$ cat config.mk
export PLATFORM = sky130hd
export DESIGN_NAME = fsl_pixel_packer_flat
export DESIGN_NICKNAME = d
export VERILOG_FILES = /design/src/rtl/fsl_pixel_packer_pkg.sv /design/src/rtl/fsl_pixel_packer_if.sv /design/src/rtl/fsl_pixel_packer_fifo.sv /design/src/rtl/fsl_pixel_packer.sv /design/src/flat_wrapper.sv
export SDC_FILE = /design/constraint.sdc
export NUM_CORES = 1
export LEC_CHECK = 0
export ABC_AREA = 1
export CORE_ASPECT_RATIO = 1.75
export CORE_MARGIN = 2
export CORE_UTILIZATION = 23
export DETAILED_ROUTE_END_ITERATION = 10
export PLACE_DENSITY = 0.43
export SLEW_MARGIN = 5
export SYNTH_ARGS = -nofsm -noshare
export SYNTH_HDL_FRONTEND = slang
export SYNTH_SLANG_ARGS = --single-unit
$ cat constraint.sdc
create_clock -name FSL_Clk -period 6.8 [get_ports FSL_Clk]
set_input_delay 0.68 -clock FSL_Clk [delete_from_list [all_inputs] [get_ports FSL_Clk]]
set_output_delay 0.68 -clock FSL_Clk [all_outputs]
set_load 0.02 [all_outputs]
$ cat src/rtl/fsl_pixel_packer_pkg.sv
// Shared types for the pixel packer: word widths, the FIFO word layout and the packer FSM states.
package pixel_pkg;

  localparam int PIX_W = 16;
  localparam int FSL_W = 32;

  typedef struct packed {
    logic             ctrl;
    logic [FSL_W-1:0] data;
  } fsl_word_t;

  typedef enum logic [1:0] {
    ST_IDLE = 2'd0,
    ST_LO   = 2'd1,
    ST_HI   = 2'd2
  } packer_state_e;

  function automatic fsl_word_t mk_word(input logic ctrl, input logic [FSL_W-1:0] data);
    fsl_word_t w;
    w.ctrl = ctrl;
    w.data = data;
    return w;
  endfunction

endpackage

$ cat src/rtl/fsl_pixel_packer_if.sv
// Pixel-in / FSL-master bundle of the packer; master modport is the packer side.
interface fsl_pixel_packer_if;
  import pixel_pkg::*;

  logic             pix_valid;
  logic [PIX_W-1:0] pix_data;
  logic             pix_sof;
  logic             pix_eof;
  logic             FSL_M_Write;
  logic [0:FSL_W-1] FSL_M_Data;
  logic             FSL_M_Control;
  logic             FSL_M_Full;
  logic             overflow;
  logic             frame_done;

  modport master (
    input  pix_valid, pix_data, pix_sof, pix_eof, FSL_M_Full,
    output FSL_M_Write, FSL_M_Data, FSL_M_Control, overflow, frame_done
  );

  modport slave (
    output pix_valid, pix_data, pix_sof, pix_eof, FSL_M_Full,
    input  FSL_M_Write, FSL_M_Data, FSL_M_Control, overflow, frame_done
  );

endinterface

$ cat src/rtl/fsl_pixel_packer_fifo.sv
// Show-ahead synchronous FIFO; head is presented combinationally and reads as zero when empty.
module fsl_sync_fifo #(
  parameter int C_WIDTH   = 33,
  parameter int C_FIFO_AW = 4
) (
  input  logic                 clk,
  input  logic                 rst_n,
  input  logic                 wr_en,
  input  logic [C_WIDTH-1:0]   wr_data,
  input  logic                 rd_en,
  output logic [C_WIDTH-1:0]   rd_data,
  output logic                 full,
  output logic                 empty,
  output logic [C_FIFO_AW:0]   count
);

  localparam int DEPTH = 1 << C_FIFO_AW;
  localparam logic [C_FIFO_AW:0] DEPTH_CNT = {1'b1, {C_FIFO_AW{1'b0}}};

  logic [C_WIDTH-1:0]   mem_q [DEPTH];
  logic [C_FIFO_AW-1:0] wr_ptr_q, wr_ptr_d;
  logic [C_FIFO_AW-1:0] rd_ptr_q, rd_ptr_d;
  logic [C_FIFO_AW:0]   count_q, count_d;
  logic                 wr_ok;
  logic                 rd_ok;

  assign empty = (count_q == '0);
  assign full  = (count_q == DEPTH_CNT);
  assign count = count_q;

  // A write into a full FIFO is accepted only when the head leaves in the same cycle.
  assign rd_ok = rd_en && !empty;
  assign wr_ok = wr_en && (!full || rd_ok);

  assign rd_data = empty ? '0 : mem_q[rd_ptr_q];

  always_comb begin
    wr_ptr_d = wr_ptr_q;
    rd_ptr_d = rd_ptr_q;
    count_d  = count_q;
    if (wr_ok) wr_ptr_d = wr_ptr_q + C_FIFO_AW'(1);
    if (rd_ok) rd_ptr_d = rd_ptr_q + C_FIFO_AW'(1);
    case ({wr_ok, rd_ok})
      2'b10:   count_d = count_q + (C_FIFO_AW+1)'(1);
      2'b01:   count_d = count_q - (C_FIFO_AW+1)'(1);
      default: count_d = count_q;
    endcase
  end

  always_ff @(posedge clk or negedge rst_n) begin
    if (!rst_n) begin
      wr_ptr_q <= '0;
      rd_ptr_q <= '0;
      count_q  <= '0;
    end else begin
      wr_ptr_q <= wr_ptr_d;
      rd_ptr_q <= rd_ptr_d;
      count_q  <= count_d;
    end
  end

  always_ff @(posedge clk) begin
    if (wr_ok) mem_q[wr_ptr_q] <= wr_data;
  end

endmodule

$ cat src/rtl/fsl_pixel_packer.sv
// Packs RGB565 pixel pairs into FSL words, prefixing each frame with a frame-base control word.
// Optional PACKER_KEY_EN replaces the key colour with a fill pixel before packing.
//
//   state   | meaning
//   --------+-------------------------------------------------
//   ST_IDLE | between frames; pixels without sof are dropped
//   ST_LO   | in frame, waiting for the first pixel of a pair
//   ST_HI   | in frame, first pixel of a pair held in held_q
module fsl_pixel_packer
  import pixel_pkg::*;
#(
  parameter logic [FSL_W-1:0] C_FRAME_BASE = 32'h0000_0000,
  parameter int               C_FIFO_AW    = 4,
  parameter logic [PIX_W-1:0] C_KEY_COLOR  = 16'h07E0,
  parameter logic [PIX_W-1:0] C_KEY_FILL   = 16'h0000
) (
  input logic                 FSL_Clk,
  input logic                 FSL_Rst_n,
  fsl_pixel_packer_if.master  io
);

  packer_state_e    state_q, state_d;
  logic [PIX_W-1:0] held_q, held_d;
  logic             pend_q, pend_d;
  logic [PIX_W-1:0] pend_pix_q, pend_pix_d;
  logic             overflow_q, overflow_d;

  logic [PIX_W-1:0] pix_in;
  logic             push;
  fsl_word_t        push_word;
  logic             last_push;
  logic             ovf_clr;
  logic             ctrl_lost;
  logic             drop;

  fsl_word_t        head;
  logic             fifo_full;
  logic             fifo_empty;
  logic             fifo_pop;
  logic [C_FIFO_AW:0] fifo_count_unused;

`ifdef PACKER_KEY_EN
  assign pix_in = (io.pix_data == C_KEY_COLOR) ? C_KEY_FILL : io.pix_data;
`else
  logic key_unused;
  assign key_unused = ^{C_KEY_COLOR, C_KEY_FILL};
  assign pix_in     = io.pix_data;
`endif

  always_comb begin
    state_d    = state_q;
    held_d     = held_q;
    pend_d     = pend_q;
    pend_pix_d = pend_pix_q;
    push       = 1'b0;
    push_word  = '0;
    last_push  = 1'b0;
    ovf_clr    = 1'b0;
    ctrl_lost  = 1'b0;

    // Deferred pad word of a single-pixel frame takes this cycle's push slot.
    if (pend_q) begin
      push      = 1'b1;
      push_word = mk_word(1'b0, {pend_pix_q, 16'h0000});
      pend_d    = 1'b0;
      last_push = 1'b1;
    end

    if (io.pix_valid) begin
      if (io.pix_sof) begin
        ovf_clr = 1'b1;
        if (pend_q) begin
          ctrl_lost = 1'b1;
        end else begin
          push      = 1'b1;
          push_word = mk_word(1'b1, C_FRAME_BASE);
        end
        if (io.pix_eof) begin
          pend_d     = 1'b1;
          pend_pix_d = pix_in;
          state_d    = ST_IDLE;
        end else begin
          held_d  = pix_in;
          state_d = ST_HI;
        end
      end else begin
        case (state_q)
          ST_LO: begin
            if (io.pix_eof) begin
              push      = 1'b1;
              push_word = mk_word(1'b0, {pix_in, 16'h0000});
              last_push = 1'b1;
              state_d   = ST_IDLE;
            end else begin
              held_d  = pix_in;
              state_d = ST_HI;
            end
          end
          ST_HI: begin
            push      = 1'b1;
            push_word = mk_word(1'b0, {held_q, pix_in});
            if (io.pix_eof) begin
              last_push = 1'b1;
              state_d   = ST_IDLE;
            end else begin
              state_d = ST_LO;
            end
          end
          default: ;
        endcase
      end
    end
  end

  assign fifo_pop   = !fifo_empty && !io.FSL_M_Full;
  assign drop       = push && fifo_full && !fifo_pop;
  assign overflow_d = (ovf_clr ? 1'b0 : overflow_q) | drop | ctrl_lost;

  always_ff @(posedge FSL_Clk or negedge FSL_Rst_n) begin
    if (!FSL_Rst_n) begin
      state_q    <= ST_IDLE;
      held_q     <= '0;
      pend_q     <= 1'b0;
      pend_pix_q <= '0;
      overflow_q <= 1'b0;
    end else begin
      state_q    <= state_d;
      held_q     <= held_d;
      pend_q     <= pend_d;
      pend_pix_q <= pend_pix_d;
      overflow_q <= overflow_d;
    end
  end

  fsl_sync_fifo #(
    .C_WIDTH   ($bits(fsl_word_t)),
    .C_FIFO_AW (C_FIFO_AW)
  ) u_fifo (
    .clk     (FSL_Clk),
    .rst_n   (FSL_Rst_n),
    .wr_en   (push),
    .wr_data (push_word),
    .rd_en   (fifo_pop),
    .rd_data (head),
    .full    (fifo_full),
    .empty   (fifo_empty),
    .count   (fifo_count_unused)
  );

  assign io.FSL_M_Write   = fifo_pop;
  assign io.FSL_M_Data    = head.data;
  assign io.FSL_M_Control = head.ctrl;
  assign io.overflow      = overflow_q;
  assign io.frame_done    = last_push;

endmodule

$ cat src/flat_wrapper.sv
// flat-port wrapper written by rule: the top's interface ports become plain ports
module fsl_pixel_packer_flat import pixel_pkg::*;
#(
  parameter logic [FSL_W-1:0] C_FRAME_BASE = 32'h0000_0000,
  parameter int               C_FIFO_AW    = 4,
  parameter logic [PIX_W-1:0] C_KEY_COLOR  = 16'h07E0,
  parameter logic [PIX_W-1:0] C_KEY_FILL   = 16'h0000
)
  (FSL_Clk, FSL_Rst_n, io_pix_valid, io_pix_data, io_pix_sof, io_pix_eof, io_FSL_M_Full, io_FSL_M_Write, io_FSL_M_Data, io_FSL_M_Control, io_overflow, io_frame_done);
  fsl_pixel_packer_if io_i ();
  input logic FSL_Clk;
  input logic FSL_Rst_n;
  input wire logic [$bits(io_i.pix_valid)-1:0] io_pix_valid;
  input wire logic [$bits(io_i.pix_data)-1:0] io_pix_data;
  input wire logic [$bits(io_i.pix_sof)-1:0] io_pix_sof;
  input wire logic [$bits(io_i.pix_eof)-1:0] io_pix_eof;
  input wire logic [$bits(io_i.FSL_M_Full)-1:0] io_FSL_M_Full;
  output wire logic [$bits(io_i.FSL_M_Write)-1:0] io_FSL_M_Write;
  output wire logic [$bits(io_i.FSL_M_Data)-1:0] io_FSL_M_Data;
  output wire logic [$bits(io_i.FSL_M_Control)-1:0] io_FSL_M_Control;
  output wire logic [$bits(io_i.overflow)-1:0] io_overflow;
  output wire logic [$bits(io_i.frame_done)-1:0] io_frame_done;
  assign io_i.pix_valid = io_pix_valid;
  assign io_i.pix_data = io_pix_data;
  assign io_i.pix_sof = io_pix_sof;
  assign io_i.pix_eof = io_pix_eof;
  assign io_i.FSL_M_Full = io_FSL_M_Full;
  assign io_FSL_M_Write = io_i.FSL_M_Write;
  assign io_FSL_M_Data = io_i.FSL_M_Data;
  assign io_FSL_M_Control = io_i.FSL_M_Control;
  assign io_overflow = io_i.overflow;
  assign io_frame_done = io_i.frame_done;
  fsl_pixel_packer #(.C_FRAME_BASE(C_FRAME_BASE), .C_FIFO_AW(C_FIFO_AW), .C_KEY_COLOR(C_KEY_COLOR), .C_KEY_FILL(C_KEY_FILL)) u_core (.FSL_Clk(FSL_Clk), .FSL_Rst_n(FSL_Rst_n), .io(io_i));
endmodule
=== Yosys cells after proc, flatten, opt, wreduce, memory -nomap -nowiden ===
Memory sizes are Yosys's and may differ from the RTL's.
Cells that the tools add are included.

* Register bits after elaboration: 49
* Bits in latches: 0
* Memory bits (writable): 528
* ROM bits: 0
* Input port bits: 22
* Memories kept: 1

* Add/subtract/negate cells: 4
* Multipliers: 0
* Divide/modulo/power cells: 0
* $lt $le $gt $ge: 0
* Equal/unequal tests: 5
* Shifts and indexed selects: 0
* Mux-type cells: 34
* Bitwise gates (word level): 2
* Reductions and logical operators: 18

{| class="wikitable"
|+ Memories
! name !! words !! bits a word !! rd ports !! clocked after Yosys merged registers in !! wr ports !! RTL line !! source
|-
| u_core.u_fifo.mem_q || 16 || 33 || 1 || 0 || 1 || fsl_pixel_packer_fifo.sv:20 || <nowiki>logic [C_WIDTH-1:0] mem_q [DEPTH];</nowiki>
|}

{| class="wikitable"
|+ Operators by type and width
! kind !! number
|-
| $mux 33 || 4
|-
| $pmux 33 s2 || 1
|-
| $mux 32 || 2
|-
| $mux 16 || 3
|-
| $mux 1 || 19
|-
| $pmux 5 s2 || 1
|-
| $add 4x1->4 const B || 2
|-
| $add 5x1->5 const B || 1
|-
| $eq 5x5->1 const B || 1
|-
| $logic_and 1x1->1 || 5
|-
| $logic_not 5->1 || 1
|-
| $sub 5x1->5 const B || 1
|-
| $eq 2x1->1 const B || 2
|-
| $eq 2x2->1 const B || 2
|-
| $logic_not 1->1 || 4
|-
| $mux 2 || 2
|-
| $pmux 2 s2 || 1
|-
| $reduce_and 2->1 || 2
|-
| $reduce_bool 2->1 || 2
|-
| $reduce_and 3->1 || 1
|-
| $reduce_bool 3->1 || 1
|-
| $or 1x1->1 || 2
|-
| $pmux 1 s2 || 1
|-
| $reduce_or 2->1 || 1
|-
| $logic_or 1x1->1 || 1
|}

=== Logic depth before layout (Yosys ltp) ===
* Depth after elaboration: 9
* Gate-level depth with buffers: 19
* Depth with buffers taken out: 19

=== Cells and area by module ===
Synthesis repeated with hierarchy kept, for this count alone.

* Cells, all modules: 2113
* Area, all modules: 24244.5 um^2

{| class="wikitable"
|+ By module, submodules not included
! module !! times used !! cells an instance !! area each (um^2) !! sequential area each (um^2)
|-
| fsl_sync_fifo || 1 || 1839 || 22177.5 || 16180.5
|-
| fsl_pixel_packer || 1 || 274 || 2067.0 || 900.9
|}

=== Least setup slack after synthesis ===
Ideal clock, no wire load.

* Path type: register to register
* Start point: register u_core.state_q[0]
* End point: memory u_core.u_fifo.mem_q[11][0], enable pin
* Data arrival time: 2806 ps
* Required time: 6377 ps
* Path slack: 3571 ps
* Cell stages (with the launch flop): 10
* Path buffers: 0
* Clock period less this slack: 3229 ps
* Path through: dfrtp_1 > inv_1 > ha_1 > nor2_8 > nand2_2 > nand3_2 > nand2_2 > clkinv_2 > nand2_1 > nor2_1

* Cells in the longest elaborated chain, start to end: 7

{| class="wikitable"
|+ RTL lines
! item !! RTL line !! source
|-
| start, declared || fsl_pixel_packer.sv:22 || <nowiki>packer_state_e state_q, state_d;</nowiki>
|-
| start signal, assigned || fsl_pixel_packer.sv:127 || <nowiki>state_q <= state_d;</nowiki>
|-
| $eq 2x2->1 or $eq 2x1->1 (tied branches) || fsl_pixel_packer.sv:87 || <nowiki>case (state_q)</nowiki>
|-
| $pmux 1 s2 * || fsl_pixel_packer.sv:87 ||
|-
| $mux 1 * || fsl_pixel_packer.sv:70 || <nowiki>if (io.pix_sof) begin</nowiki>
|-
| $mux 1 * || fsl_pixel_packer.sv:69 || <nowiki>if (io.pix_valid) begin</nowiki>
|-
| $logic_and 1x1->1 * || fsl_pixel_packer_fifo.sv:33 || <nowiki>assign wr_ok = wr_en && (!full || rd_ok);</nowiki>
|-
| $mux 1 * || fsl_pixel_packer_fifo.sv:63 || <nowiki>if (wr_ok) mem_q[wr_ptr_q] <= wr_data;</nowiki>
|-
| $mux 1 (implied by the code) * || fsl_pixel_packer_fifo.sv:63 ||
|-
| end, declared || fsl_pixel_packer_fifo.sv:20 ||
|}

Mark *: on every way between the ends. The rest lies on a longest branch, timed or not.

=== Final worst setup path ===
* Start point: register u_core.u_fifo.rd_ptr_q[0]
* End point: output io_FSL_M_Data[5]

* Cells in the longest elaborated chain, start to end: 2

{| class="wikitable"
|+ RTL lines
! item !! RTL line !! source
|-
| start, declared || fsl_pixel_packer_fifo.sv:22 || <nowiki>logic [C_FIFO_AW-1:0] rd_ptr_q, rd_ptr_d;</nowiki>
|-
| start signal, assigned || fsl_pixel_packer_fifo.sv:57 || <nowiki>rd_ptr_q <= rd_ptr_d;</nowiki>
|-
| $mem_v2 16x33 || n/a ||
|-
| $mux 33 || fsl_pixel_packer_fifo.sv:35 || <nowiki>assign rd_data = empty ? '0 : mem_q[rd_ptr_q];</nowiki>
|-
| end, declared || flat_wrapper.sv:19 || <nowiki>output wire logic [$bits(io_i.FSL_M_Data)-1:0] io_FSL_M_Data;</nowiki>
|}

No other way between the ends.

==> flow_summary.toml <==
[outcome]
status = "finished clean"

[placement]
dp.cells = 3117
numPortBuffers = 57
dp_hpwl_um = 38900
gp_congestion = 0.733

[critical_path]
cp_common_cell = "nor2_1"
cpPeakStageDelay_ps = 990
worstPathCellList = "buf_4 > o21ai_0 > o22ai_1 > nor2_1 > nor2_1 > o21ai_1 > a21oi_1 > clkdlybuf4s50_1"
cp.arrival_ps = 4260
reg2reg_slack_ps = 3190
ff2ff_path_depth = 10
r2r-start = "u_core.state_q[0]"
end_kind = "output port"
crit_path_top_delay_cell = "dfrtp_4"
rr_endpoint = "u_core.u_fifo.mem_q[3][17]"
critPathMaxFanout = 93
startpoint_type = "register"
cp.required_ps = 6120
crit_type = "register to output port"

[drt]
routed_wl_um = 70800
drt_iter0_drc = 1166
vias = 15000
wl_per_cell_um = 22.0
drc = 0
via_per_inst = 4.69
ant_nets = 0
firstDrtPassIters = 5

[synthesis]
syn_area_per_cell_um2 = 12.8
synthFlopType = "edfxtp_1"
yosysUniqueCellTypes = 32
yosys-top-cells-area = "edfxtp_1 (68%), o21ai_0 (7.1%), nor2_1 (5.4%)"
syn_inst = 1819
ys_ff_latch = 577
syn-cell-area_um2 = 23200
ys_seq_area_share_pct = 73.5
synth-edff-count = 528
async_flop_share_pct = 8.49
yosysWarningCount = 0
synth_top_area_cell = "edfxtp_1"
syn_nets = 1851
netlist.area_leader.share_pct = 68.2

[clock_network]
hold_buffers = 0
cts-htree-levels = 2
clock-root-buffer = "clkbuf_16"
postCtsSetupRepairBufs = 0
numCtsBuffers = 51
clock-sinks = 577
post_cts_resized = 0
insertion_delay_ps = 610
cts.clk_slew.worst_paths_ps = 70
cts.path.max_buffers = 3
cts_tree = "done"

[timing]
fin_worst_skew_ps = 10.5
period_minus_slack_ps = 4940
setup_tns_ps = 0
max_slew.worst_pin.slew_ps = 1220
hold_viol = 0
slew_violations = 0
slew_headroom_pct = 17.9
max_freq_mhz = 202
setup_viol = 0
rsz0062_at_grt = "false"
timing.final.crit_share_pct = 72.7

[grt]
antenna_found_initial = 0
track_usage_pct = 13.4
grt_pass1_vias = 15500
grt_pass1_wl_um = 103000
grt_max_degree = 115
gr-total-overflow = 0

[floorplan]
initial_utilization_pct = 23.2
die_h_um = 425
core_um2 = 100000
die_w_um = 244
io-pin-count = 58
rows = 154
die_area_um2 = 104000

[power]
ir_worst_vdd_uv = 252
power.density_nw_per_um2 = 417
leakagePower_nw = 8.74

[final_layout]
final_cells = 3211
postLayoutCoreUtil_pct = 26.8
drive_gt1_share_pct = 8.22
nNetsFinal = 1876
n_antenna_cell = 0
syn_to_final_growth_pct = 15.8

[min_path]
hold_path_class = "input pin to asynchronous set/reset pin"

[job]
maxCapViolations = 0
==> cell usage in the layout (no fill, tap or decap), types with 10 or more instances in the layout <==
cell type        synthesis  routed
edfxtp_1               528     528
o21ai_0                329     324
nor2_1                 336     318
o221ai_1               102     102
nand2_1                 98      98
nand3_1                 73      73
clkdlybuf4s50_1          0      56
clkbuf_16                0      52
dfrtp_1                 49      46
buf_4                    6      40
a21oi_1                 39      39
inv_1                   42      39
o22ai_1                 33      33
o21ai_1                 19      21
nor2_4                   2      18
clkbuf_1                84      16
clkinv_1                 1      13
ha_1                    10      10
==> how the worst max path moves through the flow <==
stage                               from                          to  depth (start not counted)
2_1_floorplan          u_core.state_q[0]  u_core.u_fifo.mem_q[11][0]                          9
3_3_place_gp   u_core.u_fifo.rd_ptr_q[0]            io_FSL_M_Data[7]                          7
3_5_place_dp   u_core.u_fifo.rd_ptr_q[0]            io_FSL_M_Data[7]                          7
4_1_cts        u_core.u_fifo.rd_ptr_q[0]            io_FSL_M_Data[7]                          7
5_1_grt        u_core.u_fifo.rd_ptr_q[0]           io_FSL_M_Data[26]                          8
6_report       u_core.u_fifo.rd_ptr_q[0]            io_FSL_M_Data[5]                          8
==> cell usage after synthesis (3+ instances only) <==
library cell	instances
nand2_2	5
buf_1	4
o22ai_1	33
o21ai_1	19
dfrtp_1	49
nand2_1	98
o21ai_0	329
a21oi_1	39
buf_2	25
clkbuf_1	84
nand3_2	3
edfxtp_1	528
nor2_1	336
ha_1	10
xor2_1	8
buf_4	6
buf_6	6
inv_2	5
o221ai_1	102
nand3_1	73
inv_1	42
nand4_1	4
==> metal layers <==
layer	wire length [um]	up-vias	track usage [%]	share of wire, %
met5	0	-	0	0
met4	2460	0	5.37	3.5
met3	2820	123	1.41	4.0
met2	37300	388	24.6	53
met1	28200	7760	15.9	40
li1	-	6774	-	-
==> sequential cells by signal (all words and copies together) (netlist names) <==
| name | flops |
|---|---|
| u_core.io.overflow | 1 |
| u_core.pend_q | 1 |
| u_core.held_q | 16 |
| u_core.u_fifo.mem_q | 528 |
| u_core.state_q | 2 |
| u_core.u_fifo.count | 5 |
| u_core.pend_pix_q | 16 |
| u_core.u_fifo.rd_ptr_q | 4 |
| u_core.u_fifo.wr_ptr_q | 4 |
==> through the flow <==
step	setup WS (ps)	hold WS [ps]	power, mW	area, um2
2_1_floorplan	3570	384	6.89	23200
3_3_place_gp	2320	467	8.53	25400
3_5_place_dp	2340	473	8.56	25400
4_1_cts	1680	199	11.4	26900
5_1_grt	1590	252	11.8	26900
6_report	1860	185	11.2	26900
==> critical path: cells and delay by family, from the launching register on <==
family | cells | cell delay (ps)
flip-flops | 1 | 990
AO/OA/AOI/OAI | 4 | 910
buffers and inverters | 2 | 1540
AND/OR/NAND/NOR | 2 | 170
==> layout make-up <==
cell class                 count  area [um2]
clock buffer                  71        1400
clock inverter                23         168
fill                       10200       73500
inverter                      49         193
multi-input combinational   1067        5540
sequential                   577       17100
tap                         1326        1660
timing repair buffer          98         886
==> cell families (layout without fill, tap and decap cells) <==
family | after synthesis | after routing | synth area share, %
adder cells (fa/ha/maj) | 10 | 10 | 0.538
AO/OA/AOI/OAI | 526 | 526 | 13.2
buffers and inverters | 175 | 241 | 3.30
AND/OR/NAND/NOR | 523 | 523 | 9.18
XOR/XNOR | 8 | 8 | 0.301
flip-flops | 577 | 577 | 73.5
==> where the power goes <==
group	leakage [nW]	switching, mW	internal [mW]	total, mW
registers	5.56	0.284	4.20	4.48
logic	2.42	2.69	1.24	3.93
clock network	0.760	1.31	1.52	2.82
(Power assumes the default switching activity.)
